==> src/rtl/fifo_cmd_master.sv <==
// fifo_cmd_master
//   Command initiator for an 8-entry en/r_w/in/out FIFO that has no status
//   outputs. An upstream valid/ready write stream and a downstream valid/ready
//   read stream are turned into at most one FIFO command per cycle. A shadow
//   occupancy count blocks writes when full and reads when empty. The FIFO
//   returns read data one cycle after the command, so a small return buffer
//   catches that data.
//
//   Optional build macro: FIFO_CMD_MASTER_STATS_EN
//     When defined, the ports wr_total and rd_total are added. They are
//     saturating counts of write grants and of read beats.
//
// Ports
//   clk, reset          single clock; reset is synchronous and active-low
//   wr_valid/wr_data    upstream write stream
//   wr_ready            combinational accept for the write stream
//   drain               level input that permits read commands
//   rd_valid/rd_data    head of the read-return buffer
//   rd_ready            consumer pop
//   fifo_en/r_w/in      registered FIFO command (r_w: 1 = write, 0 = read)
//   fifo_out            FIFO read data, valid the cycle after a read command
//   level               shadow occupancy (0..DEPTH)
//   wr_total/rd_total   (stats build only) saturating 16-bit event counts
module fifo_cmd_master #(
  parameter int DATA_W     = 32,
  parameter int DEPTH      = 8,
  parameter int OBUF_DEPTH = 4
) (
  input  logic                       clk,
  input  logic                       reset,
  input  logic                       wr_valid,
  input  logic [DATA_W-1:0]          wr_data,
  output logic                       wr_ready,
  input  logic                       drain,
  output logic                       rd_valid,
  output logic [DATA_W-1:0]          rd_data,
  input  logic                       rd_ready,
  output logic                       fifo_en,
  output logic                       fifo_r_w,
  output logic [DATA_W-1:0]          fifo_in,
  input  logic [DATA_W-1:0]          fifo_out,
  output logic [$clog2(DEPTH+1)-1:0] level
`ifdef FIFO_CMD_MASTER_STATS_EN
  ,
  output logic [15:0]                wr_total,
  output logic [15:0]                rd_total
`endif
);

  localparam int LVL_W = $clog2(DEPTH+1);
  localparam int PTR_W = $clog2(OBUF_DEPTH);
  localparam int CNT_W = $clog2(OBUF_DEPTH+1);

  // rd_pipe[0]: a read command is on the FIFO port this cycle.
  // rd_pipe[1]: its data is on fifo_out this cycle and is captured at the next edge.
  logic [1:0]        rd_pipe;
  logic [CNT_W-1:0]  buf_cnt;
  logic [PTR_W-1:0]  head, tail;
  logic [DATA_W-1:0] mem [OBUF_DEPTH];
  logic              last_gnt_w;  // winner of the last contested cycle; 0 = read

  logic [CNT_W:0]    resv;
  logic              cand_w, cand_r, gnt_w, gnt_r, cap, pop;

  always_comb begin
    // Buffer slots already promised, to captured words and to reads in flight.
    resv   = (CNT_W+1)'(buf_cnt) + (CNT_W+1)'(rd_pipe[0]) + (CNT_W+1)'(rd_pipe[1]);
    cand_w = wr_valid && (level < LVL_W'(DEPTH));
    cand_r = drain && (level != '0) && (resv < (CNT_W+1)'(OBUF_DEPTH));
    // When both compete, the side that did not win the last contest goes now.
    gnt_w  = cand_w && (!cand_r || !last_gnt_w);
    gnt_r  = cand_r && !gnt_w;
  end

  assign wr_ready = gnt_w;
  assign rd_valid = (buf_cnt != '0);
  assign rd_data  = mem[head];
  assign pop      = rd_valid && rd_ready;
  assign cap      = rd_pipe[1];

  always_ff @(posedge clk) begin
    if (!reset) begin
      fifo_en    <= 1'b0;
      fifo_r_w   <= 1'b0;
      fifo_in    <= '0;
      level      <= '0;
      last_gnt_w <= 1'b0;
      rd_pipe    <= '0;
      buf_cnt    <= '0;
      head       <= '0;
      tail       <= '0;
    end else begin
      fifo_en <= gnt_w || gnt_r;
      if (gnt_w || gnt_r) fifo_r_w <= gnt_w;
      if (gnt_w) fifo_in <= wr_data;
      if (cand_w && cand_r) last_gnt_w <= gnt_w;

      if (gnt_w)      level <= level + LVL_W'(1);
      else if (gnt_r) level <= level - LVL_W'(1);

      rd_pipe <= {rd_pipe[0], gnt_r};

      if (cap) tail <= tail + PTR_W'(1);
      if (pop) head <= head + PTR_W'(1);
      case ({cap, pop})
        2'b10:   buf_cnt <= buf_cnt + CNT_W'(1);
        2'b01:   buf_cnt <= buf_cnt - CNT_W'(1);
        default: buf_cnt <= buf_cnt;
      endcase
    end
  end

  // Storage needs no reset; the pointers and the count decide what is valid.
  always_ff @(posedge clk) begin
    if (reset && cap) mem[tail] <= fifo_out;
  end

  // The reservation check should make a capture into a full buffer impossible.
  obuf_no_overflow: assert property (@(posedge clk) disable iff (!reset)
    !(cap && buf_cnt == CNT_W'(OBUF_DEPTH)));

`ifdef FIFO_CMD_MASTER_STATS_EN
  always_ff @(posedge clk) begin
    if (!reset) begin
      wr_total <= '0;
      rd_total <= '0;
    end else begin
      if (gnt_w && wr_total != 16'hFFFF) wr_total <= wr_total + 16'd1;
      if (pop   && rd_total != 16'hFFFF) rd_total <= rd_total + 16'd1;
    end
  end
`endif

endmodule
==> config.mk <==
export PLATFORM = sky130hd
export DESIGN_NAME = fifo_cmd_master
export DESIGN_NICKNAME = d
export VERILOG_FILES = /design/src/rtl/fifo_cmd_master.sv
export SDC_FILE = /design/constraint.sdc
export NUM_CORES = 1
export LEC_CHECK = 0
export ABC_CLOCK_PERIOD_IN_PS = 6600
export CORE_ASPECT_RATIO = 0.6
export CORE_UTILIZATION = 55
export DETAILED_ROUTE_END_ITERATION = 8
export GPL_ROUTABILITY_DRIVEN = 0
export PLACE_DENSITY_LB_ADDON = 0.2
export SYNTH_ARGS = -nofsm -noshare
export SYNTH_HDL_FRONTEND = slang
export SYNTH_SLANG_ARGS = --single-unit
==> constraint.sdc <==
create_clock -name clk -period 6.6 [get_ports clk]
set_input_delay 1.32 -clock clk [delete_from_list [all_inputs] [get_ports clk]]
set_output_delay 1.32 -clock clk [all_outputs]
set_load 0.005 [all_outputs]
== Word level (Yosys, flattened, before mapping) ==
Memory sizes are Yosys's and may differ from the RTL's. A register that Yosys moved wholly into a read port is not among the register bits.
Index checks and enable logic that the tools add are counted.

* Register bits after elaboration: 48
* Latch bits: 0
* Memory bits (writable): 128
* Memory bits (read-only): 0
* Bits of input ports: 69
* Output and inout port bits: 72
* Word-level logic and storage cells: 46
* Memories: 1

* Add/sub/neg operators: 8
* Multipliers: 0
* Divide/modulo/power cells: 0
* Magnitude comparators: 2
* Equality and inequality tests: 2
* Shifts and indexed selects: 0
* Mux-type cells: 7
* Bitwise logic cells: 0
* Reductions and logical operators: 17

{| class="wikitable"
|+ Memory list
! name !! depth !! width !! read ports !! clocked after memory_dff !! write ports !! RTL line !! RTL
|-
| mem || 4 || 32 || 1 || 1 || 1 || 59 || <nowiki>logic [DATA_W-1:0] mem [OBUF_DEPTH];</nowiki>
|}

{| class="wikitable"
|+ Operators with widths
! operator !! number
|-
| $logic_and A1 B1 Y1 || 8
|-
| $mux W4 || 2
|-
| $pmux W3 S2 || 1
|-
| $add A2 B1 Y2 const B || 2
|-
| $add A3 B1 Y4 || 1
|-
| $add A4 B1 Y4 || 1
|-
| $add A4 B1 Y4 const B || 1
|-
| $lt A4 B3 Y1 const B || 1
|-
| $lt A4 B4 Y1 const B || 1
|-
| $mux W2 || 2
|-
| $reduce_bool A2 Y1 || 2
|-
| $reduce_bool A4 Y1 || 1
|-
| $sub A4 B1 Y4 const B || 1
|-
| $add A3 B1 Y3 const B || 1
|-
| $logic_not A1 Y1 || 3
|-
| $reduce_bool A3 Y1 || 1
|-
| $sub A3 B1 Y3 const B || 1
|-
| $eq A2 B1 Y1 const B || 1
|-
| $eq A2 B2 Y1 const B || 1
|-
| $logic_or A1 B1 Y1 || 2
|-
| $mux W1 || 2
|}

== Depth between registers and ports, before layout ==
* Depth after elaboration: 11
* Mapped depth: 9
* Gate-level depth less buffers: 9

== Least setup slack after synthesis ==
No wires, ideal clock.

* Path type: in2out
* Start point: input port drain
* End point: output port wr_ready
* Arrival time: 2.109 ns
* Required time: 5.280 ns
* Setup slack: 3.171 ns
* Stages on the path: 5
* Buffers on the path: 1
* Cell sequence: nand2b_1 a211oi_4 a21o_4 inv_8 buf_12

* Longest elaborated chain between the ends: 5

{| class="wikitable"
|+ Ends and longest elaborated chain
! item !! RTL line !! RTL
|-
| start, declared || 34 || <nowiki>input logic drain,</nowiki>
|-
| $logic_and A1 B1 Y1 (2 in a row) || 69 || <nowiki>cand_r = drain && (level != '0) && (resv < (CNT_W+1)'(OBUF_DEPTH));</nowiki>
|-
| $logic_not A1 Y1 || 71 || <nowiki>gnt_w = cand_w && (!cand_r || !last_gnt_w);</nowiki>
|-
| $logic_or A1 B1 Y1 || 71 ||
|-
| $logic_and A1 B1 Y1 || 71 ||
|-
| end, declared || 33 || <nowiki>output logic wr_ready,</nowiki>
|}

No other way between the ends.

== Final worst setup path ==
Same ends and word-level chain as after synthesis.

==> impl_metrics.tcl <==
set metrics [dict create \
    outcome "finished, final reports clean" \
    multi_input_area_um2 1820 \
    yosys-top-cells-count "edfxtp_1, nand2_1, dfxtp_1" \
    power-per-cell-area_nw_per_um2 318 \
    syn_area_per_cell_um2 17.0 \
    maxSlewHeadroom_pct 40.5 \
    r2r_cells 9 \
    rsz0062_at_grt "no" \
    clockBufferDepth 2 \
    drc 0 \
    critPathKind "input port to output pin" \
    diodes 0 \
    report.final.setup_viol 0 \
    clock_latency_ns 0.42 \
    path_clk_slew_ns 0.08 \
    drive_gt1_share_pct 13.7 \
    hold_viol 0 \
    htreeDepth 4 \
    p_leak_nw 3.07 \
    yosysTopAreaCell "edfxtp_1" \
    fmax_mhz 227 \
    cts_tree "done" \
    antenna_found_initial 0 \
    tns_ns 0 \
    cp-end-kind "output pin" \
    ys_ff_latch 178 \
    synth_warnings 0 \
    clkPwrFrac_pct 33.7 \
    synth_edf_count 128 \
    finalClockSkew_ns 0.0109 \
    drtAntennaViolNets 0 \
    ctsHoldBuffers 0 \
    timing.final.crit_period_ns 4.40 \
    grt_max_degree 73 \
    syn_area_um2 6820 \
    drt_iter0_drc 165 \
    r2r-end "level[3]" \
    synth_cells 401 \
    switching_share_pct 25.9 \
    top_layer "met4" \
    required_ns 5.28 \
    maxCapViolations 0 \
    crit_arrival_ns 3.08 \
    ir_worst_vdd_mv 0.172 \
    cts.sinks 178 \
    place_area_um2 8320 \
    synth_nets 480 \
    num_vias 3797 \
    fp.dieH_um 88.3 \
    finalCritPeriodShare_pct 66.6 \
    grt-ovfl-total 0 \
    wl_met3_um 588 \
    drt-met1-wl_mm 5.90 \
    synth.area.top_cells "edfxtp_1, dfxtp_1, mux4_2" \
    wl_per_cell_um 18.2 \
    critical_path.startpoint "drain" \
    fillers 745 \
    fp.dieArea_um2 12900 \
    synth_seq_area_share_pct 71.0 \
    crit_path_start_kind "input port" \
    synth.distinct_cells 36 \
    num_rows 31 \
    p_int_w 0.00209 \
    drtPass1Iterations 4 \
    synth_async_sr_flop_share_pct 0 \
    grtUsageTotal_pct 21.6 \
    hold-worst-slack_ns 0.458 \
    ios 141 \
    worst_slew_pin_slew_ns 0.893 \
    grt_pass1_wl_mm 20.4 \
    fp.coreArea_um2 12100 \
    seq_area_um2 4850 \
    dp_hpwl_mm 8.26 \
    vias_per_cell 5.27 \
    route.met2.wl_mm 6.54 \
    initial_utilization_pct 56.5 \
    synthFlopType "edfxtp_1" \
    fin_nets 622 \
    hold_path_class "register to register" \
    path_max_fanout 34 \
    slew_violations 0 \
    finish.instance_area_um2 8890 \
    pwr-share-comb_pct 19.2 \
    seq_power_share_pct 47.1 \
    syn_to_final_growth_pct 30.3 \
    yosys.area.top_type_share_pct 56.4 \
    p_sw_w 0.000732 \
    grt_pass1_vias 3837 \
    post-synth-top-count-cell "edfxtp_1" \
    chipWidth_um 146 \
    cts_setup_buffers 0 \
    wirelength_mm 13.1 \
    utilization_pct 73.7 \
    cts_root_buffer "clkbuf_16" \
    crit_end "wr_ready" \
    ctsResizeCount 0 \
    r2r_start "rd_pipe[1]" \
    r2r_setup_slack_ns 3.76 \
    numCtsBuffers 17 \
    port_buffers 140 \
]
## cell type report
| cell class | instances | share of cell area (%) |
|---|---|---|
| clock buffer | 18 | 4.83 |
| multi-input combinational | 195 | 20.4 |
| timing repair buffer | 142 | 15.9 |
| sequential | 178 | 54.5 |
| inverter | 9 | 0.465 |
| clock inverter | 14 | 1.52 |
| tap | 165 | 2.32 |
## flip-flops by register name, indices dropped and copies added, names as in the netlist, named ones only
name        count
mem           128
fifo_in        32
level           4
buf_cnt         3
head            2
rd_pipe         2
tail            2
fifo_en         1
fifo_r_w        1
last_gnt_w      1
## logic make-up after synthesis
| kind of cell | after synthesis | share of synthesized area (%) |
|---|---|---|
| DFF | 178 | 71.0 |
| and+or+nand+nor | 93 | 5.93 |
| muxes | 65 | 15.4 |
| buffers and inverters | 28 | 2.42 |
| AOI/OAI and AO/OA | 21 | 2.38 |
| adders and majority gates | 10 | 2.05 |
| xor gates and xnor gates | 6 | 0.770 |
## layout by cell type (no fill, tap or decap), drive strengths merged
master	instances
a21boi	2
nand2	66
fa	2
mux4	32
clkbuf	18
and2	1
o311a	1
nor3	6
clkdlybuf4s50	139
mux2i	33
buf	3
inv	18
a21o	3
o31a	1
a21oi	7
nor4	1
and3	4
nand2b	2
or3	2
clkinv	5
xor2	4
a211o	1
dfxtp	50
edfxtp	128
o21ai	2
o21a	1
xnor2	2
ha	8
a211oi	2
o211a	1
nor2	9
nand3	2
## power groups by stage
stage	clock network, W	registers [W]	logic [W]
2_1_floorplan	0	0.00133	0.000318
3_3_place_gp	0	0.00135	0.000532
3_5_place_dp	0	0.00135	0.000542
4_1_cts	0.000971	0.00133	0.000548
5_1_grt	0.00102	0.00134	0.000584
6_report	0.000952	0.00133	0.000542
## how the worst min path moves through the flow
stage,startpoint,end,slack (ns),cells past startpoint
after global placement,fifo_in[3],fifo_in[3],0.44,2
after global routing,fifo_in[29],fifo_in[29],0.48,2
after detailed placement,fifo_in[11],fifo_in[11],0.45,2
after floorplan,rd_pipe[0],rd_pipe[1],0.43,1
final,fifo_in[18],fifo_in[18],0.46,2
after CTS,fifo_in[18],fifo_in[18],0.46,2
## per-layer routing
layer	global-route usage, %	vias up
li1	-	1802
met1	28.9	1889
met2	35.2	96
met3	5.67	10
met4	7.18	0
met5	0	-
## stage by stage
step	power [W]	std cells	setup slack, ns
5_1_grt	0.00294	721	2.10
3_3_place_gp	0.00188	689	2.24
2_1_floorplan	0.00165	401	3.17
6_report	0.00282	721	2.20
3_5_place_dp	0.00190	689	2.20
4_1_cts	0.00285	721	2.20
## worst max-delay path, cell delays in order
cell	delay [ns]
clkdlybuf4s50_1	0.46
nand2b_1	0.10
a211oi_4	0.33
a21o_4	0.25
inv_8	0.12
clkdlybuf4s50_1	0.49
(Power assumes the default switching activity.)
